**src/rtl/uart_rx_frame_decoder.sv**
```systemverilog
// Parses SOF / length / payload / checksum frames from the uart byte bus and
// releases a payload on a valid/ready stream only once its checksum verifies.
module uart_rx_frame_decoder #(
   parameter int         MAX_LEN     = 16,
   parameter logic [7:0] SOF         = 8'h7E,
   parameter int         TIMEOUT_CYC = 100000
) (
   input  logic       clk,
   input  logic       rst,
   input  logic [7:0] rx_byte,
   input  logic       rx_done,
   output logic [7:0] out_data,
   output logic       out_valid,
   output logic       out_last,
   input  logic       out_ready,
   output logic       frame_ok,
   output logic       frame_err,
   output logic [1:0] err_code,
   output logic       busy,
   output logic [7:0] drop_cnt
);

   localparam int AW = (MAX_LEN > 1) ? $clog2(MAX_LEN) : 1;
   localparam int TW = $clog2(TIMEOUT_CYC + 1);
   localparam logic [TW-1:0] TMO_LAST = TW'(TIMEOUT_CYC - 1);

   localparam logic [2:0] S_IDLE    = 3'd0;
   localparam logic [2:0] S_LEN     = 3'd1;
   localparam logic [2:0] S_PAYLOAD = 3'd2;
   localparam logic [2:0] S_CSUM    = 3'd3;
   localparam logic [2:0] S_DRAIN   = 3'd4;

   localparam logic [1:0] ERR_CSUM = 2'b01;
   localparam logic [1:0] ERR_LEN  = 2'b10;
   localparam logic [1:0] ERR_TMO  = 2'b11;

   logic [2:0]    state;
   logic          rx_done_q;
   logic [7:0]    len;
   logic [7:0]    sum;
   logic [7:0]    wr_idx;
   logic [7:0]    rd_idx;
   logic [TW-1:0] tmo_cnt;
   logic [7:0]    pay_buf [MAX_LEN];

   logic       accept;
   logic [7:0] sum_next;
   logic       len_ok;

   // Edge-detecting the strobe makes any pulse width yield exactly one byte.
   assign accept   = rx_done & ~rx_done_q;
   assign sum_next = sum + rx_byte;
   assign len_ok   = (rx_byte != 8'd0) && (rx_byte <= 8'(MAX_LEN));

   // Derived from the registered state so a reset drops the stream immediately.
   assign busy      = (state != S_IDLE);
   assign out_valid = (state == S_DRAIN);
   assign out_data  = out_valid ? pay_buf[rd_idx[AW-1:0]] : 8'd0;
   assign out_last  = out_valid && (rd_idx == len - 8'd1);

   // NOTE: the payload store carries no reset; it is always rewritten before it is read.
   always_ff @(posedge clk) begin
      if (accept && state == S_PAYLOAD)
         pay_buf[wr_idx[AW-1:0]] <= rx_byte;
   end

   // NOTE: sequential state uses non-blocking assignments so every register sees pre-edge values.
   always_ff @(posedge clk or posedge rst) begin
      if (rst) begin
         state     <= S_IDLE;
         rx_done_q <= 1'b0;
         len       <= 8'd0;
         sum       <= 8'd0;
         wr_idx    <= 8'd0;
         rd_idx    <= 8'd0;
         tmo_cnt   <= '0;
         frame_ok  <= 1'b0;
         frame_err <= 1'b0;
         err_code  <= 2'b00;
         drop_cnt  <= 8'd0;
      end else begin
         rx_done_q <= rx_done;
         frame_ok  <= 1'b0;
         frame_err <= 1'b0;
         err_code  <= 2'b00;
         case (state)
            S_IDLE: begin
               tmo_cnt <= '0;
               if (accept && rx_byte == SOF)
                  state <= S_LEN;
            end
            S_LEN, S_PAYLOAD, S_CSUM: begin
               if (accept) begin
                  tmo_cnt <= '0;
                  if (state == S_LEN) begin
                     if (len_ok) begin
                        len    <= rx_byte;
                        sum    <= rx_byte;
                        wr_idx <= 8'd0;
                        state  <= S_PAYLOAD;
                     end else begin
                        frame_err <= 1'b1;
                        err_code  <= ERR_LEN;
                        state     <= S_IDLE;
                     end
                  end else if (state == S_PAYLOAD) begin
                     sum    <= sum_next;
                     wr_idx <= wr_idx + 8'd1;
                     if (wr_idx == len - 8'd1)
                        state <= S_CSUM;
                  end else if (sum_next == 8'd0) begin
                     frame_ok <= 1'b1;
                     rd_idx   <= 8'd0;
                     state    <= S_DRAIN;
                  end else begin
                     frame_err <= 1'b1;
                     err_code  <= ERR_CSUM;
                     state     <= S_IDLE;
                  end
               end else if (tmo_cnt == TMO_LAST) begin
                  frame_err <= 1'b1;
                  err_code  <= ERR_TMO;
                  state     <= S_IDLE;
               end else begin
                  tmo_cnt <= tmo_cnt + 1'b1;
               end
            end
            S_DRAIN: begin
               if (out_ready) begin
                  rd_idx <= rd_idx + 8'd1;
                  if (rd_idx == len - 8'd1)
                     state <= S_IDLE;
               end
               if (accept && drop_cnt != 8'hFF)
                  drop_cnt <= drop_cnt + 8'd1;
            end
            default: state <= S_IDLE;
         endcase
      end
   end

endmodule

```
**config.mk**
```make
export PLATFORM = sky130hd
export DESIGN_NAME = uart_rx_frame_decoder
export DESIGN_NICKNAME = d
export VERILOG_FILES = /design/src/rtl/uart_rx_frame_decoder.sv
export SDC_FILE = /design/constraint.sdc
export NUM_CORES = 1
export LEC_CHECK = 0
export CAP_MARGIN = 25
export CELL_PAD_IN_SITES_DETAIL_PLACEMENT = 0
export CELL_PAD_IN_SITES_GLOBAL_PLACEMENT = 1
export CORE_UTILIZATION = 39
export CTS_CLUSTER_DIAMETER = 100
export DETAILED_ROUTE_END_ITERATION = 8
export PLACE_DENSITY_LB_ADDON = 0.1
export SYNTH_ARGS = -nofsm -noshare
export SYNTH_HDL_FRONTEND = slang
export SYNTH_SLANG_ARGS = --single-unit
```
**constraint.sdc**
```tcl
create_clock -name clk -period 2.8 [get_ports clk]
set_input_delay 0.56 -clock clk [delete_from_list [all_inputs] [get_ports clk]]
set_output_delay 0.56 -clock clk [all_outputs]
set_load 0.005 [all_outputs]
```
; ---- Word level (Yosys, flattened, before mapping)
; Memory sizes are Yosys's and may differ from the RTL's.
; Index checks and enable logic that the tools add are counted.
[op_classes]
eq_ne = 20
n_lt_le_gt_ge = 1
n_bitwise = 2
reduce_logical = 19
muxes = 48
n_addsub = 6
[ops]
columns = op, count
row1 = two-way mux 8 bit, 12
row2 = two-way mux 17 bit, 2
row3 = case mux 17 bit (2 select lines), 1
row4 = two-way mux 3 bit, 9
row5 = "adder 8 x 1 -> 8 bit, second input constant", 3
row6 = "adder 17 x 1 -> 17 bit, second input constant", 1
row7 = "== test 17 bit, second input constant", 1
row8 = == test 8 bit, 2
row9 = two-way mux 1 bit, 16
row10 = case mux 8 bit (2 select lines), 1
row11 = two-way mux 2 bit, 6
row12 = "inequality test 2 bit, second input constant", 6
row13 = case mux 3 bit (3 select lines), 1
row14 = adder 8 bit, 1
row15 = "== test 8 x 7 -> 1 bit, second input constant", 1
row16 = "less-or-equal comparator 8 x 5 -> 1 bit, second input constant", 1
row17 = zero test 8 bit, 1
row18 = "inequality test 8 bit, second input constant", 1
row19 = AND reduction 4 bit, 2
row20 = nonzero test 8 bit, 1
row21 = "subtractor 8 x 1 -> 8 bit, second input constant", 1
row22 = "== test 3 x 2 -> 1 bit, second input constant", 2
row23 = "inequality test 3 bit, second input constant", 2
row24 = AND reduction 6 bit, 1
row25 = 13 further kinds, 21
[word_totals]
mem_count = 1
ram_bits = 128
input_bits = 12
out_inout_bits = 23
wordCells = 108
regBits = 65
[memory_table]
columns = name, words, width, read_ports, rd_ports_with_merged_regs, write_ports, line_no
row1 = pay_buf, 16, 8, 1, 0, 1, 44  ; logic [7:0] pay_buf [MAX_LEN];

; ---- Depth between registers and ports, before layout
[logic_depth]
depth_word = 7
mapped_depth = 9

; ---- Worst setup path before layout
; No wires, ideal clock.
[synth_timing]
kind = input to register
startpoint = in rx_byte[0]
endpoint = reg rd_idx[2]
t_required_ns = 2.676
stages = 9
n_path_buf = 0
setup_time_ns = 0.124
arrival_time_ns = 2.609
setup_slack_ns = 0.068
path_cell_list = ha_1 -> fa_1 -> a211oi_1 -> or4b_1 -> o2111ai_1 -> nor3_1 -> nand4_1 -> a21o_1 -> a211o_1
[synth_between]
elab_chain_cells = 4
[synth_rtl]
columns = element, line_no
row1 = start: declaration, 10  ; input logic [7:0] rx_byte,
row2 = adder 8 bit, 52  ; assign sum_next = sum + rx_byte;
row3 = zero test 8 bit, 111  ; end else if (sum_next == 8'd0) begin
row4 = inequality test 2 bit (no line), n/a
row5 = AND reduction 6 bit (no line), n/a
row6 = end signal: assignment, 130  ; rd_idx <= rd_idx + 8'd1;
row7 = end: declaration, 42  ; logic [7:0] rd_idx;
; Every way passes these cells.
; A chain may end at the register's enable or synchronous reset.

; ---- Final worst setup path
[layout_timing]
startpoint = reg rd_idx[0]
endpoint = out out_data[1]
[layout_between]
elab_chain_cells = 2
[layout_rtl]
columns = element, line_no
row1 = memory (16 x 8 bit), n/a
row2 = two-way mux 8 bit, 58  ; assign out_data = out_valid ? pay_buf[rd_idx[AW-1:0]] : 8'd0;
row3 = end: declaration, 12  ; output logic [7:0] out_data,
; Every way passes these cells.

==> results by group <==
Floorplanning
  – Number of placement rows: between 50 and 60
  – Number of primary I/O pins: 35
  – Die W: approximately 150 µm
  – Placeable core region: about 22000 µm²
  – Initial cell density of the core: 0.402
  – Area of the die: about 23000 µm²
  – Vert. Die Dim: between 150 and 200 µm

Drt
  – Routed wire length: 20800 µm
  – Initial DRC count: 409
  – Final ANT Viol Nets: 0
  – Number of vias in the routed layout: around 5600
  – Post-detailed-route via-to-cell ratio: about 5.3
  – First-pass iteration count of the detailed router: 6
  – Total DRC errors in the routed layout: 0
  – Final routed wire length divided by cell count: about 20 µm

Timing
  – Setup total negative slack: -1.97 ns
  – Final setup margin: -0.282 ns
  – Final Max Tran Viols: 0
  – Setup-violating endpoint count in the final report: 9
  – Post-route worst hold slack: 0.490 ns
  – Transition time at the pin with the least slew margin: 0.441 ns
  – Share of the clock period used by the worst path: 1.10
  – Number of endpoints with negative hold slack in the final report: 0
  – Maximum clock frequency: between 300 and 400 MHz
  – Setup repair after global routing missed its margin: yes
  – Final min period: roughly 3 ns
  – Worst rel slew slack: 0.705
  – Clock skew after layout: 0.0185 ns

Min path
  – Type of the tightest min-delay check: reg2reg
  – Number of instances on the worst hold path: 2

Global route
  – Gr usage total: 0.190
  – Vias in the first global route: 5733
  – Maximum number of pins on one net before global-route repair: 66
  – Total overflow reported by the global router: 0
  – Global-route wire length before repair: between 30000 and 40000 µm
  – Initial antenna violation count: 0

Power
  – Combinational power share: 0.228
  – Peak supply drop: about 0.51 mV
  – LEAKAGE: 4.14 nW
  – Internal Pwr Total: about 0.0052 W
  – Power share of the clock group: 0.317
  – Switching power: between 0.002 and 0.0025 W
  – Reg power frac: 0.454
  – Switching Share: 0.296
  – P per Cell Area: 669 nW/µm²

Setup path
  – Crit path required time: about 2.2 ns
  – Critical path class: reg2out
  – Kind of start point of the critical path: register
  – CP Max Fanout: 5
  – Kind of capture point of the worst setup path: primary output
  – Register-to-Register Path Depth: 10
  – Arrival time of data at the critical path endpoint: approximately 2.5 ns

Synth
  – Sequential fraction of the synthesis area: 0.617
  – Synth Register Bits: between 150 and 200
  – Biggest area contributors in the synthesized netlist: sky130_fd_sc_hd__edfxtp_1 43%, sky130_fd_sc_hd__dfrtp_1 18%, sky130_fd_sc_hd__mux4_2 10%, sky130_fd_sc_hd__nor2_1 2.6%, sky130_fd_sc_hd__xnor2_1 2.3%
  – Synthesized area per cell: 13.9 µm²
  – Post-synthesis async set-or-reset flop share: 0.337
  – Netlist cell types: 61
  – EDFF count, synth: ~130
  – Top_reg_cell synth: sky130_fd_sc_hd__edfxtp_1
  – Biggest area consumer among synthesized cells: sky130_fd_sc_hd__edfxtp_1
  – Count of synthesis-stage warnings from yosys: 0
  – Cell area after synthesis: a little under 9000 µm²
  – Yosys top cell area share: 0.434
  – Net count after synthesis: 664
  – Post-synthesis instance total: 636

Clock tree
  – Number of H-tree branching levels: 4
  – Clock transition at the register clock pins on the worst setup and hold paths after CTS: around 0.070 ns
  – Quantity of hold-fixing buffers added after cts: 0
  – Sinks on the clock net: around 190
  – Clock tree from TritonCTS: done
  – Worst-case clock buffer depth: 2
  – Clk root buf: sky130_fd_sc_hd__clkbuf_16
  – Num CTS Buffers: 17
  – Latest clock arrival within the worst-skew pair: about 0.44 ns

Place
  – Dpl cell area: slightly above 10000 µm²
  – Hpwl dp: 14400 µm
  – Routability-driven placement congestion ratio: around 0.76
  – I/O Buffers: 34
  – Worst slack at placement: -0.710 ns

Finish
  – Antenna fix cells: 0
  – Share of cells above drive strength 1: 0.285
  – Commonest non-fill, non-tap cells in the layout: 128 x sky130_fd_sc_hd__edfxtp_1, 82 x sky130_fd_sc_hd__buf_4, 63 x sky130_fd_sc_hd__dfrtp_1, 61 x sky130_fd_sc_hd__nor2_1, 41 x sky130_fd_sc_hd__nand2_1
  – Post-route standard cell area excluding fillers: roughly 11000 µm²
  – Most common cell after layout, fill and taps aside: sky130_fd_sc_hd__edfxtp_1
  – Final Net Count: just under 800
  – Area delta synth->final: 24.4%
  – # fillers: 1948
  – End-of-flow core utilization: 0.500

Run
  – Reported max-cap violation count: 0

Run status
  – Failing checks: negative setup slack
  – Run status: complete, but fails checks
## power groups by stage
stage,registers [W],clock network [W],logic (W)
3_5_place_dp,0.00341,0,0.00158
2_1_floorplan,0.00336,0,0.000960
5_1_grt,0.00338,0.00251,0.00188
4_1_cts,0.00335,0.00240,0.00165
3_3_place_gp,0.00341,0,0.00156
6_report,0.00335,0.00234,0.00168
## stage by stage
| step | instances | power [W] |
|---|---|---|
| detailed placement | 1007 | 0.00499 |
| global placement | 1007 | 0.00497 |
| global route | 1056 | 0.00776 |
| finish | 1056 | 0.00737 |
| floorplan | 636 | 0.00432 |
| CTS | 1053 | 0.00740 |
## path summary, 6_finish.rpt
kind                            startpoint     endpoint  slack, ns
worst max-delay path             rd_idx[0]  out_data[1]      -0.28
worst min-delay path                sum[2]       sum[2]       0.49
worst max register to register      sum[0]    rd_idx[2]       0.12
worst min register to register      sum[2]       sum[2]       0.49
max in group asynchronous              rst    rd_idx[0]       1.97
min in group asynchronous              rst  drop_cnt[6]       0.51
## state kept, by name, summed over array words and instances (netlist names)
signal and count:
drop_cnt 8, rx_done_q 1, state 3, err_code 2
len 8, frame_err 1, pay_buf 128, sum 8
rd_idx 8, tmo_cnt 17, wr_idx 8, frame_ok 1
## critical path, stage by stage, from the launching register on
cell and delay, ns:
sky130_fd_sc_hd__dfrtp_2 0.43, sky130_fd_sc_hd__buf_12 0.15, sky130_fd_sc_hd__buf_8 0.12, sky130_fd_sc_hd__buf_6 0.12, sky130_fd_sc_hd__buf_6 0.11, sky130_fd_sc_hd__mux4_2 0.40, sky130_fd_sc_hd__mux4_2 0.48, sky130_fd_sc_hd__and2_4 0.18
sky130_fd_sc_hd__buf_6 0.11
## timing repair
action	4_1_cts	5_1_grt
resized for setup	67	19
pin swaps	11	5
endpoints found under the setup margin	20	11
setup buffers	14	3
cloned	1	0
## final cells by class
class	instances	area [µm²]	area share
multi-input cells	402	3310	0.301
clock inverters	14	135	0.0123
flip-flops and latches	193	5470	0.497
clock buffers	17	425	0.0386
repair buffers	136	1270	0.115
well taps	280	350	0.0318
inverters	14	55.1	0.00500
## cell families after synthesis
kind of cell    share of synthesized area
xor+xnor                           0.0463
simple gates                        0.121
compound gates                     0.0576
flops                               0.617
mux                                 0.115
fa+ha+maj                          0.0246
buf+inv                            0.0188
## metal layers
layer | share of wire | track usage
met2 | 0.44 | 0.284
met3 | 0.049 | 0.0344
met4 | 0.0078 | 0.0404
met5 | 0 | 0
met1 | 0.50 | 0.288
## cell usage after synthesis (3+ instances only)
cell                        instances
sky130_fd_sc_hd__clkbuf_1          15
sky130_fd_sc_hd__nor2b_1            6
sky130_fd_sc_hd__mux2i_1            7
sky130_fd_sc_hd__buf_2              7
sky130_fd_sc_hd__nor3_1            17
sky130_fd_sc_hd__a21o_1            10
sky130_fd_sc_hd__mux4_2            40
sky130_fd_sc_hd__and3_1             8
sky130_fd_sc_hd__ha_1              15
sky130_fd_sc_hd__or3_1              7
sky130_fd_sc_hd__nand3_1           18
sky130_fd_sc_hd__nand2_1           42
sky130_fd_sc_hd__o2bb2ai_1          3
sky130_fd_sc_hd__o31ai_1            4
sky130_fd_sc_hd__inv_1             12
sky130_fd_sc_hd__xnor2_1           23
sky130_fd_sc_hd__nand2b_1           8
sky130_fd_sc_hd__nor4_1             4
sky130_fd_sc_hd__nor2_1            61
sky130_fd_sc_hd__o21ai_1            8
sky130_fd_sc_hd__nand4_1           12
sky130_fd_sc_hd__nor3b_1            3
sky130_fd_sc_hd__and2_1            11
sky130_fd_sc_hd__edfxtp_1         128
sky130_fd_sc_hd__buf_1              4
sky130_fd_sc_hd__o21ai_0            9
sky130_fd_sc_hd__a31oi_1            5
sky130_fd_sc_hd__mux2_2             4
sky130_fd_sc_hd__o211ai_1           3
sky130_fd_sc_hd__dfrtp_1           65
sky130_fd_sc_hd__nand3b_1           3
sky130_fd_sc_hd__xor2_1            22
sky130_fd_sc_hd__a21oi_1           17
(Power assumes the default switching activity.)
